==> src/rtl/corelet_ctrl.sv <==
// Layer sequencer for the corelet: per kernel position runs weight load, activation load,
// execute and OFIFO drain. Optional counters enabled by defining CORELET_CTRL_PERF_EN.
module corelet_ctrl #(
    parameter int row   = 8,
    parameter int col   = 8,
    parameter int NIJ   = 36,
    parameter int KIJ   = 9,
    parameter int WBASE = 0,
    parameter int ABASE = 128
) (
    input  logic        clk,
    input  logic        reset,
    input  logic        start,
    input  logic        ofifo_valid,
    output logic [33:0] inst,
    output logic        base_zero,
    output logic [3:0]  kij_idx,
    output logic        busy,
    output logic        done
`ifdef CORELET_CTRL_PERF_EN
    ,
    output logic [31:0] cycle_cnt,
    output logic [31:0] stall_cnt
`endif
);

    localparam int CW = 16;
    localparam logic [33:0]   IDLE_INST  = 34'h1_800C_0000;
    localparam logic [CW-1:0] C_COL      = CW'(col);
    localparam logic [CW-1:0] C_WKL_LAST = CW'(row + col - 1);
    localparam logic [CW-1:0] C_NIJ      = CW'(NIJ);
    localparam logic [CW-1:0] C_NIJ_LAST = CW'(NIJ - 1);
    localparam logic [CW-1:0] C_EXE_LAST = CW'(NIJ + row + col - 1);
    localparam logic [3:0]    C_KLAST    = 4'(KIJ - 1);

    typedef enum logic [2:0] {S_IDLE, S_WLD, S_WKL, S_ALD, S_EXE, S_DRN, S_FIN} state_t;
    typedef enum logic [1:0] {P_R, P_W, P_STALL} phase_t;

    state_t        r_state, w_state;
    phase_t        r_phase, w_phase;
    logic [CW-1:0] r_cnt, w_cnt;
    logic [3:0]    r_kij, w_kij;
    logic [33:0]   r_inst, w_inst;
    logic          r_base_zero, r_busy, r_done;

    // Sequencing state describes the cycle currently on the outputs; the decode below
    // works on the next state so every output leaves a flop.
    always_comb begin
        w_state = r_state;
        w_phase = r_phase;
        w_cnt   = r_cnt;
        w_kij   = r_kij;
        case (r_state)
            S_IDLE: if (start) begin
                w_state = S_WLD;
                w_cnt   = '0;
                w_kij   = '0;
            end
            S_WLD: if (r_cnt == C_COL) begin
                w_state = S_WKL;
                w_cnt   = '0;
            end else w_cnt = r_cnt + CW'(1);
            S_WKL: if (r_cnt == C_WKL_LAST) begin
                w_state = S_ALD;
                w_cnt   = '0;
            end else w_cnt = r_cnt + CW'(1);
            S_ALD: if (r_cnt == C_NIJ) begin
                w_state = S_EXE;
                w_cnt   = '0;
            end else w_cnt = r_cnt + CW'(1);
            S_EXE: if (r_cnt == C_EXE_LAST) begin
                w_state = S_DRN;
                w_cnt   = '0;
                w_phase = ofifo_valid ? P_R : P_STALL;
            end else w_cnt = r_cnt + CW'(1);
            S_DRN: begin
                case (r_phase)
                    P_R: w_phase = P_W;
                    P_W: begin
                        if (r_cnt == C_NIJ_LAST) begin
                            w_cnt = '0;
                            if (r_kij == C_KLAST) w_state = S_FIN;
                            else begin
                                w_state = S_WLD;
                                w_kij   = r_kij + 4'd1;
                            end
                        end else begin
                            w_cnt   = r_cnt + CW'(1);
                            w_phase = ofifo_valid ? P_R : P_STALL;
                        end
                    end
                    default: if (ofifo_valid) w_phase = P_R;
                endcase
            end
            S_FIN: begin
                w_state = S_IDLE;
                w_cnt   = '0;
                w_kij   = '0;
            end
            default: w_state = S_IDLE;
        endcase
    end

    always_comb begin
        w_inst = IDLE_INST;
        case (w_state)
            S_WLD: begin
                if (w_cnt < C_COL) begin
                    w_inst[19]   = 1'b0;
                    w_inst[17:7] = 11'(WBASE) + 11'(w_kij) * 11'(col) + w_cnt[10:0];
                end
                w_inst[2] = (w_cnt != '0);
            end
            S_WKL: begin
                w_inst[0] = 1'b1;
                w_inst[3] = (w_cnt < C_COL);
            end
            S_ALD: begin
                if (w_cnt < C_NIJ) begin
                    w_inst[19]   = 1'b0;
                    w_inst[17:7] = 11'(ABASE) + w_cnt[10:0];
                end
                w_inst[2] = (w_cnt != '0);
            end
            S_EXE: begin
                w_inst[1] = (w_cnt < C_NIJ);
                w_inst[3] = (w_cnt < C_NIJ);
            end
            S_DRN: begin
                w_inst[33] = (w_kij != C_KLAST);
                if (w_phase != P_STALL) begin
                    w_inst[32]    = 1'b0;
                    w_inst[31]    = (w_phase == P_R);
                    w_inst[30:20] = w_cnt[10:0];
                    w_inst[6]     = (w_phase == P_R);
                end
            end
            default: ;
        endcase
    end

    always_ff @(posedge clk) begin
        if (!reset) begin
            r_state     <= S_IDLE;
            r_phase     <= P_R;
            r_cnt       <= '0;
            r_kij       <= '0;
            r_inst      <= IDLE_INST;
            r_base_zero <= 1'b0;
            r_busy      <= 1'b0;
            r_done      <= 1'b0;
        end else begin
            r_state     <= w_state;
            r_phase     <= w_phase;
            r_cnt       <= w_cnt;
            r_kij       <= w_kij;
            r_inst      <= w_inst;
            r_base_zero <= (w_state == S_DRN) && (w_kij == 4'd0);
            r_busy      <= (w_state != S_IDLE) && (w_state != S_FIN);
            r_done      <= (w_state == S_FIN);
        end
    end

    assign inst      = r_inst;
    assign base_zero = r_base_zero;
    assign kij_idx   = r_kij;
    assign busy      = r_busy;
    assign done      = r_done;

`ifdef CORELET_CTRL_PERF_EN
    logic [31:0] r_cycle_cnt, r_stall_cnt;

    always_ff @(posedge clk) begin
        if (!reset || (r_state == S_IDLE && start)) begin
            r_cycle_cnt <= '0;
            r_stall_cnt <= '0;
        end else begin
            if (r_busy) r_cycle_cnt <= r_cycle_cnt + 32'd1;
            if (r_state == S_DRN && r_phase == P_STALL) r_stall_cnt <= r_stall_cnt + 32'd1;
        end
    end

    assign cycle_cnt = r_cycle_cnt;
    assign stall_cnt = r_stall_cnt;
`endif

endmodule

==> config.mk <==
export PLATFORM = sky130hd
export DESIGN_NAME = corelet_ctrl
export DESIGN_NICKNAME = d
export VERILOG_FILES = /design/src/rtl/corelet_ctrl.sv
export SDC_FILE = /design/constraint.sdc
export NUM_CORES = 1
export LEC_CHECK = 0
export ABC_AREA = 1
export BUFFER_PORTS_ARGS = -buffer_cell sky130_fd_sc_hd__buf_2
export CORE_UTILIZATION = 45
export DETAILED_ROUTE_END_ITERATION = 10
export GPL_TIMING_DRIVEN = 0
export PLACE_DENSITY = 0.7
export SLEW_MARGIN = 20
export SYNTH_ARGS = -nofsm -noshare
export SYNTH_HDL_FRONTEND = slang
export SYNTH_SLANG_ARGS = --single-unit
==> constraint.sdc <==
create_clock -name clk -period 4.95 [get_ports clk]
set_input_delay 0.2475 -clock clk [delete_from_list [all_inputs] [get_ports clk]]
set_output_delay 0.2475 -clock clk [all_outputs]
set_load 0.02 [all_outputs]
==> results of run 1 <==
[worst paths after layout]
| path | endpoint | slack, ns | cells past startpoint |
|---|---|---|---|
| min | r_state[0]$_SDFF_PN0_ | 0.24 | 3 |
| max reg2reg | inst[16]$_SDFF_PN0_ | 1.40 | 18 |
| min reg2reg | kij_idx[2]$_SDFF_PN0_ | 0.57 | 2 |
| max | inst[16]$_SDFF_PN0_ | 1.40 | 18 |
[layer usage]
layer  part of all wire, %  routed length, um  vias to the layer above  global-route usage (%)
met4                   2.0                221                        0                    10.8
met1                    44               4860                     1834                    33.9
met3                   8.9                981                       24                    5.90
li1                      -                  -                     2050                       -
met5                     0                  0                        -                       0
met2                    45               4960                      191                    40.7
[through the flow]
| step | std cells | instance area, sq um |
|---|---|---|
| 4_1_cts | 778 | 4500 |
| 6_report | 778 | 4500 |
| 3_3_place_gp | 763 | 4280 |
| 5_1_grt | 778 | 4500 |
| 3_5_place_dp | 763 | 4280 |
| 2_1_floorplan | 617 | 3950 |
[worst max-delay path, cell delays in order, from the launching register on]
cell	delay (ns)
dfxtp_1	0.38
ha_1	0.27
nand3_1	0.18
nor2_1	0.17
nand2_2	0.11
nand2_1	0.12
nand2_4	0.14
nand2_1	0.09
nand2_1	0.05
nor3_2	0.30
inv_1	0.14
ha_1	0.26
fa_1	0.41
nand3_1	0.10
and2_0	0.21
nor2_1	0.08
xor2_1	0.19
nand4_1	0.11
a21oi_1	0.16
[logic make-up (layout without fill, tap and decap cells)]
kind of cell,after synthesis,in the layout
buf+inv,93,149
simple gates,390,390
fa+ha+maj,10,10
compound gates,54,54
flops,59,59
xor+xnor,7,7
other cells,2,4
[registers in the layout (all words and copies together), names as in the netlist]
| signal | flops |
|---|---|
| base_zero | 1 |
| busy | 1 |
| done | 1 |
| inst | 31 |
| kij_idx | 4 |
| r_cnt | 16 |
| r_phase | 2 |
| r_state | 3 |
[synth_stat cells, drive strengths merged]
| master | n | area share, % |
|---|---|---|
| nor4 | 2 | 0.32 |
| a31oi | 3 | 0.48 |
| o41ai | 1 | 0.41 |
| o22ai | 1 | 0.16 |
| o221ai | 1 | 0.22 |
| nand3b | 1 | 0.19 |
| a211oi | 1 | 0.19 |
| clkbuf | 5 | 0.48 |
| buf | 10 | 1.5 |
| xor2 | 7 | 1.6 |
| dfxtp | 59 | 30 |
| nand4 | 13 | 2.1 |
| fa | 1 | 0.51 |
| nand2 | 181 | 19 |
| a21oi | 25 | 3.5 |
| or2 | 1 | 0.16 |
| and2 | 1 | 0.16 |
| ha | 9 | 2.9 |
| nor3b | 1 | 0.32 |
| conb | 2 | 0.19 |
| nand3 | 51 | 7.3 |
| nor2 | 126 | 15 |
| o21ai | 18 | 2.5 |
| clkinv | 3 | 0.32 |
| inv | 75 | 7.1 |
| a32oi | 1 | 0.22 |
| o21a | 1 | 0.19 |
| o211ai | 1 | 0.19 |
| nor3 | 13 | 2.9 |
| o2111ai | 1 | 0.22 |
[report_power, final]
part / total, mW / internal, mW / leakage (nW) / switching [mW]
Combinational: 0.0605 / 0.0156 / 1.61 / 0.0449
Clock: 0.465 / 0.285 / 0.109 / 0.180
Sequential: 0.481 / 0.479 / 0.477 / 0.00191
Total: 1.01 / 0.780 / 2.20 / 0.227
[area by class of cell]
type | instances | area share [%]
multi-input combinational | 465 | 53.2
sequential | 59 | 26.3
inverter | 78 | 6.54
timing repair buffer | 41 | 4.56
clock buffer | 14 | 4.06
tap | 105 | 2.92
buffer | 15 | 1.75
clock inverter | 1 | 0.668
==> results.json, run 1 <==
{
  "status": "finished, final reports clean",
  "final_max_slew_viol_count": 0,
  "start_util_pct": 47.2,
  "row_count": 33,
  "synth_mux_area_share_pct": 0,
  "mostFrequentLayoutCell": "nand2_1",
  "clkTransAtPathRegs_ns": 0.06,
  "grt_max_degree": 11,
  "htreeDepth": 3,
  "rr_startpoint": "r_cnt[1]$_SDFF_PN0_",
  "cp.arrival_ns": 3.81,
  "port_buffers": 41,
  "min_from": "reset",
  "dp_hpwl_um": 8350,
  "routed-via-count": 4099,
  "io_pins": 45,
  "drive_gt1_share_pct": 20.2,
  "synthSimpleGateAreaFrac_pct": 47.2,
  "multiInputGateArea_sq_um": 2390,
  "end_kind": "flop",
  "hold_viol": 0,
  "synth.avg_cell_area_sq_um": 6.40,
  "cts.repair.resized": 0,
  "clockRootBuffer": "clkbuf_8",
  "num_antenna_cells": 0,
  "syn_area_sq_um": 3940,
  "syn_inst": 615,
  "grt_pass1_vias": 3851,
  "synth_compound_area_share_pct": 8.23,
  "max_freq_mhz": 282,
  "synth_top_family_by_area": "simple AND/OR/NAND/NOR gates",
  "irDropWorstVdd_mv": 0.286,
  "clk_path_buf_depth": 2,
  "yosys_warnings": 0,
  "grt_pass1_wl_um": 18000,
  "fill_cells": 855,
  "maxCapViolCount": 0,
  "finalSetupViolCount": 0,
  "synth_seq_area_share_pct": 30.0,
  "worst_slack_ns": 1.40,
  "cts.sinks": 59,
  "final.setup.tns_ns": 0,
  "via_per_inst": 5.27,
  "synth_cell_types": 45,
  "final_cell_mix": "nand2_1 (157), nor2_1 (105), inv_1 (67), dfxtp_1 (59), buf_2 (47)",
  "core_sq_um": 8340,
  "timing.final.crit_share_pct": 71.7,
  "critPathLaunch": "r_cnt[1]$_SDFF_PN0_",
  "post_cts.repair.setup_buffers": 0,
  "path_class": "reg -> reg",
  "leakage_nw": 2.20,
  "place_ws_ns": 1.44,
  "worstPathMaxFanout": 9,
  "cp.required_ns": 5.21,
  "first_pass_iters": 5,
  "die_area_sq_um": 9130,
  "hold_class": "in -> reg",
  "tightest_slew_ns": 0.859,
  "rsz0062_at_grt": "false",
  "maxSlewHeadroom_pct": 42.1,
  "cts_tree": "built",
  "power.density_nw_per_um2": 224,
  "layout.nets": 683,
  "areaGrowthSynthToFinish_pct": 14.1,
  "routed_wl_um": 11000,
  "final-seq-area_sq_um": 1180,
  "timing.hold.ws_ns": 0.244,
  "ys_seq_elements": 59,
  "clk_latency_ns": 0.35,
  "die_w_um": 95.6,
  "drt_iter0_markers": 396,
  "grt_overflow": 0,
  "cts_buffers": 9,
  "die_h_um": 95.6,
  "period_needed_ns": 3.55,
  "fin_skew_ns": 0.0160,
  "postLayoutCoreUtil_pct": 53.9,
  "place.gp.congestion": 0.964,
  "holdBufCountCts": 0,
  "startpoint_type": "flop",
  "grt_antenna_before_repair": 0,
  "synth-xor-area-share_pct": 1.56,
  "yosys.area_share.adder_pct": 3.37,
  "wl_per_cell_um": 14.2,
  "grt_use_total_pct": 25.9,
  "drcViolationCount": 0,
  "drtAntennaViolNets": 0,
  "finalPower_mw": 1.01
}
Note: power is estimated with default switching activity, not from simulation.
==> inputs of run 2 (changes only) <==
==> constraint.sdc (replaced) <==
create_clock -name clk -period 3.3 [get_ports clk]
set_input_delay 0.165 -clock clk [delete_from_list [all_inputs] [get_ports clk]]
set_output_delay 0.165 -clock clk [all_outputs]
set_load 0.02 [all_outputs]
==> run 2 against run 1 <==
  * First-iteration DRC count grew 3.8%
  * Sequential power grew 50%
  * Highest routed layer unchanged
  * Largest power group unchanged
  * Largest cell class unchanged
  * Core utilization grew 1.4 points
  * Cell count rose by 0.90%
==> results.json, run 2 (synthesized netlist as in run 1, its figures left out) <==
{
  "port_buffers": 41,
  "grt_use_total_pct": 25.9,
  "cts_buffers": 9,
  "maxSlewHeadroom_pct": 43.2,
  "mostFrequentLayoutCell": "nand2_1",
  "cp.required_ns": 3.56,
  "min_from": "reset",
  "max_freq_mhz": 320,
  "largest_register_ffs": 31,
  "grt_max_degree": 11,
  "leakage_nw": 2.24,
  "fin_skew_ns": 0.0157,
  "core_sq_um": 8340,
  "status": "finished, final reports clean",
  "start_util_pct": 47.2,
  "timing.final.crit_share_pct": 94.8,
  "clkTransAtPathRegs_ns": 0.06,
  "grt_pass1_vias": 3857,
  "hold_class": "in -> reg",
  "die_h_um": 95.6,
  "grt_pass1_wl_um": 18000,
  "drcViolationCount": 0,
  "final_cell_mix": "nand2_1 (157), nor2_1 (103), inv_1 (66), dfxtp_1 (57), buf_2 (47)",
  "whs_path_depth": 3,
  "r2r_slack_ns": 0.17,
  "finalSetupViolCount": 0,
  "dp_hpwl_um": 8350,
  "critPathLaunch": "r_phase[1]$_SDFF_PN0_",
  "hold_viol": 0,
  "die_w_um": 95.6,
  "path_class": "reg -> reg",
  "clk_latency_ns": 0.35,
  "holdBufCountCts": 0,
  "via_per_inst": 5.30,
  "io_pins": 45,
  "period_needed_ns": 3.13,
  "drtAntennaViolNets": 0,
  "end_kind": "flop",
  "cts_tree": "built",
  "fill_cells": 843,
  "worstPathMaxFanout": 10,
  "power.density_nw_per_um2": 328,
  "htreeDepth": 3,
  "drt_iter0_markers": 411,
  "layout.nets": 690,
  "row_count": 33,
  "areaGrowthSynthToFinish_pct": 17.1,
  "num_antenna_cells": 0,
  "die_area_sq_um": 9130,
  "worst_slack_ns": 0.171,
  "tightest_slew_ns": 0.843,
  "clk_path_buf_depth": 2,
  "rsz0062_at_grt": "false",
  "routed-via-count": 4162,
  "clockRootBuffer": "clkbuf_8",
  "place.gp.congestion": 0.964,
  "cp.arrival_ns": 3.39,
  "finalPower_mw": 1.51,
  "hold_path_end": "r_state[0]$_SDFF_PN0_",
  "irDropWorstVdd_mv": 0.432,
  "first_pass_iters": 5,
  "drive_gt1_share_pct": 23.1,
  "grt_overflow": 0,
  "grt_antenna_before_repair": 0,
  "reg2reg_depth": 16,
  "routed_wl_um": 11100,
  "place_ws_ns": -0.210,
  "rr_startpoint": "r_phase[1]$_SDFF_PN0_",
  "final_max_slew_viol_count": 0,
  "cts.sinks": 59,
  "maxCapViolCount": 0,
  "wl_per_cell_um": 14.1,
  "startpoint_type": "flop",
  "r2r_end": "inst[16]$_SDFF_PN0_",
  "timing.hold.ws_ns": 0.162
}
-- run 2: report_power, final --
| part | internal [mW] | leakage, nW | switching [mW] |
|---|---|---|---|
| registers | 0.719 | 0.478 | 0.00363 |
| clock network | 0.428 | 0.109 | 0.272 |
| logic | 0.0240 | 1.65 | 0.0678 |
| total | 1.17 | 2.24 | 0.343 |
-- run 2: critical path, cell delays in order, from the launching register on --
cell	delay, ns
dfxtp_1	0.33
inv_1	0.05
nand2_1	0.24
clkinvlp_4	0.26
nand3_4	0.22
inv_1	0.08
nand2_1	0.08
nand2_1	0.11
a31oi_2	0.33
ha_1	0.26
fa_2	0.23
nand3_1	0.08
and2_4	0.17
nor2_1	0.12
xor2_1	0.19
nand4_1	0.11
a21oi_1	0.16
-- run 2: how the worst max path moves through the flow --
stage / to / slack, ns / cells after the start
finish: inst[16]$_SDFF_PN0_ / 0.17 / 16
global placement: inst[16]$_SDFF_PN0_ / -0.08 / 18
floorplan: inst[16]$_SDFF_PN0_ / 0.40 / 18
CTS: inst[16]$_SDFF_PN0_ / 0.007 / 16
detailed placement: inst[16]$_SDFF_PN0_ / -0.21 / 18
global route: inst[16]$_SDFF_PN0_ / 0.01 / 16
-- run 2: final cells by class --
type / count / area, sq um / area share [%]
buffer: 15 / 81.3 / 1.76
clock buffer: 14 / 183 / 3.96
clock inverter: 1 / 30.0 / 0.651
inverter: 78 / 298 / 6.46
multi-input combinational: 465 / 2450 / 53.1
sequential: 59 / 1180 / 25.7
tap: 105 / 131 / 2.85
timing repair buffer: 48 / 258 / 5.59
-- run 2: repair_timing --
action                                  4_1_cts  5_1_grt
gates resized for setup                       4       19
setup buffers                                 1        6
pin swaps                                     1        2
endpoints found under the setup margin        2        3
endpoints found under the hold margin         0        0
-- run 2: stage by stage --
| step | TNS [ns] | util [%] | cells | area (sq um) |
|---|---|---|---|---|
| 2_1_floorplan | 0 | - | 617 | 3950 |
| 3_3_place_gp | -0.0777 | 51.4 | 763 | 4280 |
| 3_5_place_dp | -0.249 | 51.4 | 763 | 4280 |
| 4_1_cts | 0 | 54.2 | 779 | 4520 |
| 5_1_grt | 0 | 55.3 | 785 | 4610 |
| 6_report | 0 | 55.3 | 785 | 4610 |
-- run 2: layer usage --
metal | up-vias | share of wire [%] | global-route usage, % | routed length, um
met1 | 1880 | 45 | 34.0 | 4970
met2 | 194 | 45 | 40.7 | 5000
li1 | 2061 | - | - | -
met4 | 0 | 1.8 | 10.8 | 203
met5 | - | 0 | 0 | 0
met3 | 27 | 8.4 | 5.90 | 936
